--- src/rtl/mem_arb_pkg.sv ---
// mem_arb_pkg: shared types and constants for the APB memory-port arbiter
package mem_arb_pkg;
    typedef enum logic [1:0] {IDLE, SETUP, ACCESS} state_t;
    localparam logic PORT_CORE = 1'b0;
    localparam logic PORT_DMA = 1'b1;
    localparam int TIMEOUT_DEFAULT = 16;
endpackage

--- src/rtl/mem_apb_arbiter_rr_arb2.sv ---
// rr_arb2: two-requester round-robin picker producing a one-hot grant
module rr_arb2
    import mem_arb_pkg::*;
(
    input  logic       clk,
    input  logic       reset,
    input  logic       en,
    input  logic [1:0] req,
    output logic [1:0] grant
);
    logic last_grant;
    // on a tie the port that did not win last time is chosen
    always_comb begin
        grant = !en ? 2'b00 : (req == 2'b11) ? (last_grant ? 2'b01 : 2'b10) : req;
    end
    // remember the most recent winner; starts at DMA so the core wins the first tie
    always_ff @(posedge clk) begin
        if (!reset) last_grant <= PORT_DMA;
        else if (|grant) last_grant <= grant[1];
    end
endmodule

--- src/rtl/mem_apb_arbiter.sv ---
// mem_apb_arbiter: shares one APB memory port between the core and a DMA engine
module mem_apb_arbiter
    import mem_arb_pkg::*;
#(
    parameter int ADDR_W = 32,
    parameter int DATA_W = 32,
    parameter int TIMEOUT = TIMEOUT_DEFAULT
) (
    input  logic                clk,
    input  logic                reset,
    input  logic                req0_valid,
    input  logic                req0_write,
    input  logic [ADDR_W-1:0]   req0_addr,
    input  logic [DATA_W-1:0]   req0_wdata,
    input  logic [DATA_W/8-1:0] req0_wstrb,
    output logic                req0_ready,
    output logic [DATA_W-1:0]   req0_rdata,
    output logic                req0_err,
    input  logic                req1_valid,
    input  logic                req1_write,
    input  logic [ADDR_W-1:0]   req1_addr,
    input  logic [DATA_W-1:0]   req1_wdata,
    input  logic [DATA_W/8-1:0] req1_wstrb,
    output logic                req1_ready,
    output logic [DATA_W-1:0]   req1_rdata,
    output logic                req1_err,
    output logic [ADDR_W-1:0]   paddr,
    output logic                psel,
    output logic                penable,
    output logic                pwrite,
    output logic [DATA_W-1:0]   pwdata,
    output logic [DATA_W/8-1:0] pstrb,
    input  logic [DATA_W-1:0]   prdata,
    input  logic                pready,
    input  logic                pslverr
);
    localparam int CW = $clog2(TIMEOUT + 1);
    state_t state, next_state;
    logic [CW-1:0] wait_cnt;
    logic [1:0] grant;
    logic gnt;
    logic arb_en;
    logic timed_out;
    logic done;
    logic err_c;
    logic [DATA_W-1:0] rdata_c;

    assign arb_en = (state == IDLE);

    rr_arb2 u_arb (
        .clk(clk),
        .reset(reset),
        .en(arb_en),
        .req({req1_valid, req0_valid}),
        .grant(grant)
    );

    // state register
    always_ff @(posedge clk) begin
        if (!reset) state <= IDLE;
        else state <= next_state;
    end

    // next-state: one pass IDLE -> SETUP -> ACCESS (waits) -> IDLE per transfer
    always_comb begin
        next_state = state;
        unique case (state)
            IDLE:    next_state = (req0_valid || req1_valid) ? SETUP : IDLE;
            SETUP:   next_state = ACCESS;
            ACCESS:  next_state = done ? IDLE : ACCESS;
            default: next_state = IDLE;
        endcase
    end

    // APB strobes and completion; a timeout completes with an error and no data
    always_comb begin
        psel = (state != IDLE);
        penable = (state == ACCESS);
        timed_out = (wait_cnt == CW'(TIMEOUT - 1));
        done = (state == ACCESS) && (pready || timed_out);
        err_c = pready ? pslverr : 1'b1;
        rdata_c = (pready && !pwrite) ? prdata : '0;
        req0_ready = done && (gnt == PORT_CORE);
        req1_ready = done && (gnt == PORT_DMA);
        req0_rdata = req0_ready ? rdata_c : '0;
        req1_rdata = req1_ready ? rdata_c : '0;
        req0_err = req0_ready && err_c;
        req1_err = req1_ready && err_c;
    end

    // capture the winner's request so the APB fields stay stable for the whole transfer
    always_ff @(posedge clk) begin
        if (!reset) begin
            gnt <= PORT_CORE;
            pwrite <= 1'b0;
            paddr <= '0;
            pwdata <= '0;
            pstrb <= '0;
        end else if (|grant) begin
            gnt <= grant[1];
            pwrite <= grant[1] ? req1_write : req0_write;
            paddr <= grant[1] ? req1_addr : req0_addr;
            pwdata <= grant[1] ? req1_wdata : req0_wdata;
            pstrb <= grant[1] ? req1_wstrb : req0_wstrb;
        end
    end

    // count ACCESS cycles without pready; restarts for each new transfer
    always_ff @(posedge clk) begin
        if (!reset) wait_cnt <= '0;
        else if (next_state == SETUP) wait_cnt <= '0;
        else if (state == ACCESS && !pready) wait_cnt <= wait_cnt + 1'b1;
    end
endmodule
--- config.mk ---
export PLATFORM = sky130hd
export DESIGN_NAME = mem_apb_arbiter
export DESIGN_NICKNAME = d
export VERILOG_FILES = /design/src/rtl/mem_arb_pkg.sv /design/src/rtl/mem_apb_arbiter_rr_arb2.sv /design/src/rtl/mem_apb_arbiter.sv
export SDC_FILE = /design/constraint.sdc
export NUM_CORES = 1
export LEC_CHECK = 0
export BUFFER_PORTS_ARGS = -buffer_cell sky130_fd_sc_hd__clkbuf_2
export CORE_AREA = 5 5 120 122
export CTS_CLUSTER_DIAMETER = 80
export DETAILED_ROUTE_END_ITERATION = 12
export DIE_AREA = 0 0 125 127
export PLACE_DENSITY = 0.65
export SYNTH_ARGS = -nofsm -noshare
export SYNTH_HDL_FRONTEND = slang
export SYNTH_SLANG_ARGS = --single-unit
--- constraint.sdc ---
create_clock -name clk -period 1.8 [get_ports clk]
set_clock_uncertainty 0.1 [all_clocks]
set_input_delay 0.27 -clock clk [delete_from_list [all_inputs] [get_ports clk]]
set_output_delay 0.27 -clock clk [all_outputs]
set_load 0.01 [all_outputs]
Word-level counts from Yosys, hierarchy flattened
Cells that the tools add are included.
- add/subtract/negate cells: 1
- reductions and logical operators: 15
- equality and inequality tests: 5
- muxes and demuxes: 14
- bitwise gates (word level): 2
- operators with widths (kind ; number):
    $mux W32 ; 5
    $mux W2 ; 4
    $logic_and A1 B1 Y1 ; 7
    $pmux W2 S3 ; 1
    $add A5 B1 Y5 const B ; 1
    $eq A5 B4 Y1 const B ; 1
    $eq A2 B1 Y1 const B ; 2
    $eq A2 B2 Y1 const B ; 2
    $mux W4 ; 1
    $reduce_or A2 Y1 ; 2
    $mux W1 ; 3
    $logic_not A1 Y1 ; 2
    $logic_not A2 Y1 ; 1
    $logic_or A1 B1 Y1 ; 2
    $not A1 Y1 ; 2
    $reduce_bool A2 Y1 ; 1
- register bits after elaboration: 78
- word-level logic and storage cells: 45

Longest topological paths before layout
- word-level depth: 7
- gate-level depth with buffers: 7
- mapped depth without buffers: 6

Hierarchy
A second synthesis with hierarchy kept.
- cell total of the unflattened synthesis: 507
- area, all modules: 4204.0 um2
- modules (own cells, without submodules) (module ; instances ; seq. area each (um2) ; cells an instance ; area each (um2)):
    mem_apb_arbiter ; 1 ; 1541.5 ; 499 ; 4147.7
    rr_arb2 ; 1 ; 20.0 ; 8 ; 56.3

Worst setup path after synthesis
Ideal clock, no wire load.
- kind: reg-to-output
- from: reg wait_cnt[0]
- to: out req0_rdata[22]
- arrival time: 1.634 ns
- slack: -0.204 ns
- required time: 1.430 ns
- buffers on the path: 1
- stages on the path, launching flop included: 8
- cell sequence: dfxtp_1 ha_1 and3_1 ha_1 nor2_1 nor3_4 buf_2 and3_1
- word-level cells in the longest chain between the ends: 5
- ends and longest elaborated chain (item ; line ; RTL):
    start: declaration ; mem_apb_arbiter.sv:39 ; logic [CW-1:0] wait_cnt;
    start signal: assignment ; mem_apb_arbiter.sv:112 ; else if (state == ACCESS && !pready) wait_cnt <= wait_cnt + 1'b1;
    $eq A5 B4 Y1 ; mem_apb_arbiter.sv:79 ; timed_out = (wait_cnt == CW'(TIMEOUT - 1));
    $logic_or A1 B1 Y1 ; mem_apb_arbiter.sv:80 ; done = (state == ACCESS) && (pready || timed_out);
    $logic_and A1 B1 Y1 ; mem_apb_arbiter.sv:80 ;
    $logic_and A1 B1 Y1 ; mem_apb_arbiter.sv:83 ; req0_ready = done && (gnt == PORT_CORE);
    via req0_ready ; mem_apb_arbiter.sv:16 ; output logic req0_ready,
    $mux W32 ; mem_apb_arbiter.sv:85 ; req0_rdata = req0_ready ? rdata_c : '0;
    end: declaration ; mem_apb_arbiter.sv:17 ; output logic [DATA_W-1:0] req0_rdata,
The timed path passes the listed nets, and every way through them passes these cells.

Final worst setup path
- from: reg wait_cnt[1]
- to: out req1_rdata[15]
- word-level cells in the longest chain between the ends: 5
- ends and longest elaborated chain (item ; line ; RTL):
    $eq A5 B4 Y1 ; mem_apb_arbiter.sv:79 ;
    $logic_or A1 B1 Y1 ; mem_apb_arbiter.sv:80 ;
    $logic_and A1 B1 Y1 ; mem_apb_arbiter.sv:80 ;
    $logic_and A1 B1 Y1 ; mem_apb_arbiter.sv:84 ; req1_ready = done && (gnt == PORT_DMA);
    $mux W32 ; mem_apb_arbiter.sv:86 ; req1_rdata = req1_ready ? rdata_c : '0;
    end: declaration ; mem_apb_arbiter.sv:25 ; output logic [DATA_W-1:0] req1_rdata,
No other way between the ends.

==> impl_results.md <==
- CP arrival: 1.94 ns
- RSZ-0062 raised after global routing: true
- Worst Hold Class: input pin to flop
- Area growth syn-to-layout: 65.9%
- H-Tree Depth: 3
- Pint: 0.00366 W
- Worst EP required: 1.43 ns
- Yosys cell types: 34
- First-pass GRT wire length: 22500 um
- Failing checks: negative setup slack
- GRT Total Usage: 0.175
- Layout Cell Area excl Fill: 6260 um2
- Min setup slack post-route: -0.506 ns
- Seq/Total Area, Yosys: 0.414
- Crit-path cells: ha_4 > and3_4 > ha_4 > nor2_4 > nor3b_4 > buf_6 > and3_4 > clkbuf_2
- Pwr/cell area: 795 nW/um2
- Peak Freq: 434 MHz
- Clk_lat worst skew: 0.33 ns
- Yosys warning total: 0
- Worst Setup Start Kind: flop
- Outcome: complete, but fails checks
- Fraction of layout cells with a size suffix above 1: 0.580
- Post-synthesis cell count: 361
- Kind of end point of the critical path: output pin
- Root buffer cell: clkbuf_16
- Register-to-register setup slack: 0.20 ns
- Worst setup path category: flop to output pin
- Clock power frac: 0.384
- CP Max Fanout: 22
- Port bufs: 314
- Die area: 15900 um2
- Gr ovfl total: 0
- Final setup violation count: 68
- Max-cap violations: 0
- Syn Nets: 539
- Number of synthesized flops with an enable pin: 0
- Chip height: 127 um
- DR pass1 iterations: 4
- Drt total wl: 14600 um
- Leak: 3.21 nW
- Max VDD drop: 0.454 mV
- Clock Pin Slew Worst Setup and Hold Paths: 0.06 ns
- Final worst path period share: 1.28
- Seq pwr share: 0.401
- Worst Max-Slew Pin Slew: 0.555 ns
- Final Hold Fails: 0
- Max incr delay on CP: 0.35 ns
- Psw: 0.00132 W
- Initial core utilization: 0.288
- Initial antenna violation count: 0
- CTS tree: done
- Area after DPL: 5770 um2
- Worst hold slack: 0.0952 ns
- Die width: 125 um
- DP Wirelength: 11900 um
- Core area: 13100 um2
- Tmin final: 2.31 ns
- Asr flop ratio synth: 0
- Ant diodes: 0
- Switching share of power: 0.266
- GP Congestion: 0.997
- Wirelength per Cell: 17.1 um
- Post-detailed-route count of antenna-violating nets: 0
- Row count: 42
- # IOs: 315
- Pin count of the biggest net entering global routing: 60
- DR iter-0 viols: 129
- Logic pwr share: 0.214
- Via count: 4111
- Count of pins over their slew limit: 0
- Vias in the first global route: 4322
- Syn Area/Cell: 10.5 um2
- Via density: 4.81
- CTS Buf Count: 9
- Remaining DRCs: 0
- Clk buf depth: 2
- Top_reg_cell synth: dfxtp_1
- Max_slew headroom: 0.626
- Mapped cell area: 3770 um2
- DP Cell Count: 838
- CTS sink cnt: 78
- Post-route insts no fill: 854
- CP max stage cell: dfxtp_2
- Final #Nets: 852
- Pre-CTS setup slack: -0.179 ns
- #FFs+latches synth: 78
[worst max-delay path, delay by kind of cell, from the launching register on]
kind	cells	cell delay (ns)
adder cells (fa/ha/maj)	2	0.28
AND/OR/NAND/NOR	4	0.65
buffers and inverters	2	0.34
flip-flops	1	0.35
[logic make-up after synthesis]
family / after synthesis / synth area share
AOI/OAI and AO/OA: 81 / 0.181
adders and majority gates: 2 / 0.00663
muxes: 69 / 0.183
and+or+nand+nor: 87 / 0.148
DFF: 78 / 0.414
xor gates and xnor gates: 2 / 0.00464
buffers and inverters: 42 / 0.0630
[metal layers]
metal | up-vias | wire, um | global-route usage
met5 | - | 0 | 0
met4 | 0 | 345 | 0.0676
met3 | 26 | 1420 | 0.0651
met2 | 215 | 7390 | 0.317
met1 | 1881 | 5480 | 0.184
li1 | 1989 | - | -
[placed cells by master (no fill, tap or decap), types with 2 or more instances in the layout]
master / count
o21ai_0: 3
buf_12: 5
xnor2_1: 2
buf_4: 19
buf_6: 18
buf_8: 2
nor2b_2: 2
and3_4: 25
dfxtp_1: 76
clkbuf_1: 2
o2bb2ai_1: 69
inv_1: 3
mux2i_1: 69
dfxtp_2: 2
a21oi_1: 3
clkbuf_16: 9
and3_1: 41
nor2_1: 4
bufinv_16: 2
clkbuf_8: 5
clkbuf_2: 272
ha_4: 2
buf_2: 20
nor2b_1: 2
[state kept, by name, summed over array words and instances (netlist names)]
name / flops
paddr: 32
state: 2
pwrite: 1
pwdata: 32
gnt: 1
u_arb.last_grant: 1
pstrb: 4
wait_cnt: 5
[cell usage after synthesis (2+ instances only)]
cell	instances	area, um2
dfxtp_1	78	1560
mux2i_1	69	691
o2bb2ai_1	69	604
and3_1	66	413
clkbuf_1	13	48.8
buf_2	10	50.1
buf_4	7	52.6
buf_6	5	56.3
nor2_1	5	18.8
nor2b_1	4	25.0
a21oi_1	3	15.0
clkbuf_2	3	15.0
inv_1	3	11.3
o21ai_0	3	15.0
ha_1	2	25.0
o21a_1	2	15.0
xnor2_1	2	17.5
[power by group through the flow]
stage	Clock (W)	Combinational, W	Sequential (W)
floorplan	0	0.000457	0.00210
global placement	0	0.00106	0.00203
detailed placement	0	0.00108	0.00203
CTS	0.00197	0.00108	0.00200
global route	0.00204	0.00117	0.00202
finish	0.00191	0.00107	0.00200
[metrics by stage]
stage / util / power (W) / setup TNS (ns)
final: 0.479 / 0.00498 / -29.17
after global routing: 0.479 / 0.00522 / -34.55
after floorplan: - / 0.00256 / -1.14
after global placement: 0.441 / 0.00309 / -4.52
after CTS: 0.471 / 0.00505 / -30.76
after detailed placement: 0.441 / 0.00311 / -6.77
[area by class of cell]
class,count,area (um2)
Clock buffer,12,246
Clock inverter,3,68.8
Fill cell,1245,6820
Inverter,4,15.0
Multi-Input combinational cell,241,2160
Sequential cell,78,1560
Tap cell,176,220
Timing Repair Buffer,340,1990
[worst paths after layout]
check,startpoint,end,cells after the start
setup / recovery,wait_cnt[1],req1_rdata[15],8
hold / removal,req0_addr[23],paddr[23],3
setup reg to reg,state[0],paddr[13],6
hold reg to reg,paddr[8],paddr[8],1
[timing repair]
item,CTS,global route
gates cloned,0,0
buffers inserted,1,0
pin swaps,6,4
setup endpoints to repair,68,68
gates resized for setup,9,55
hold buffers,0,0
Note: power is estimated with default switching activity, not from simulation.
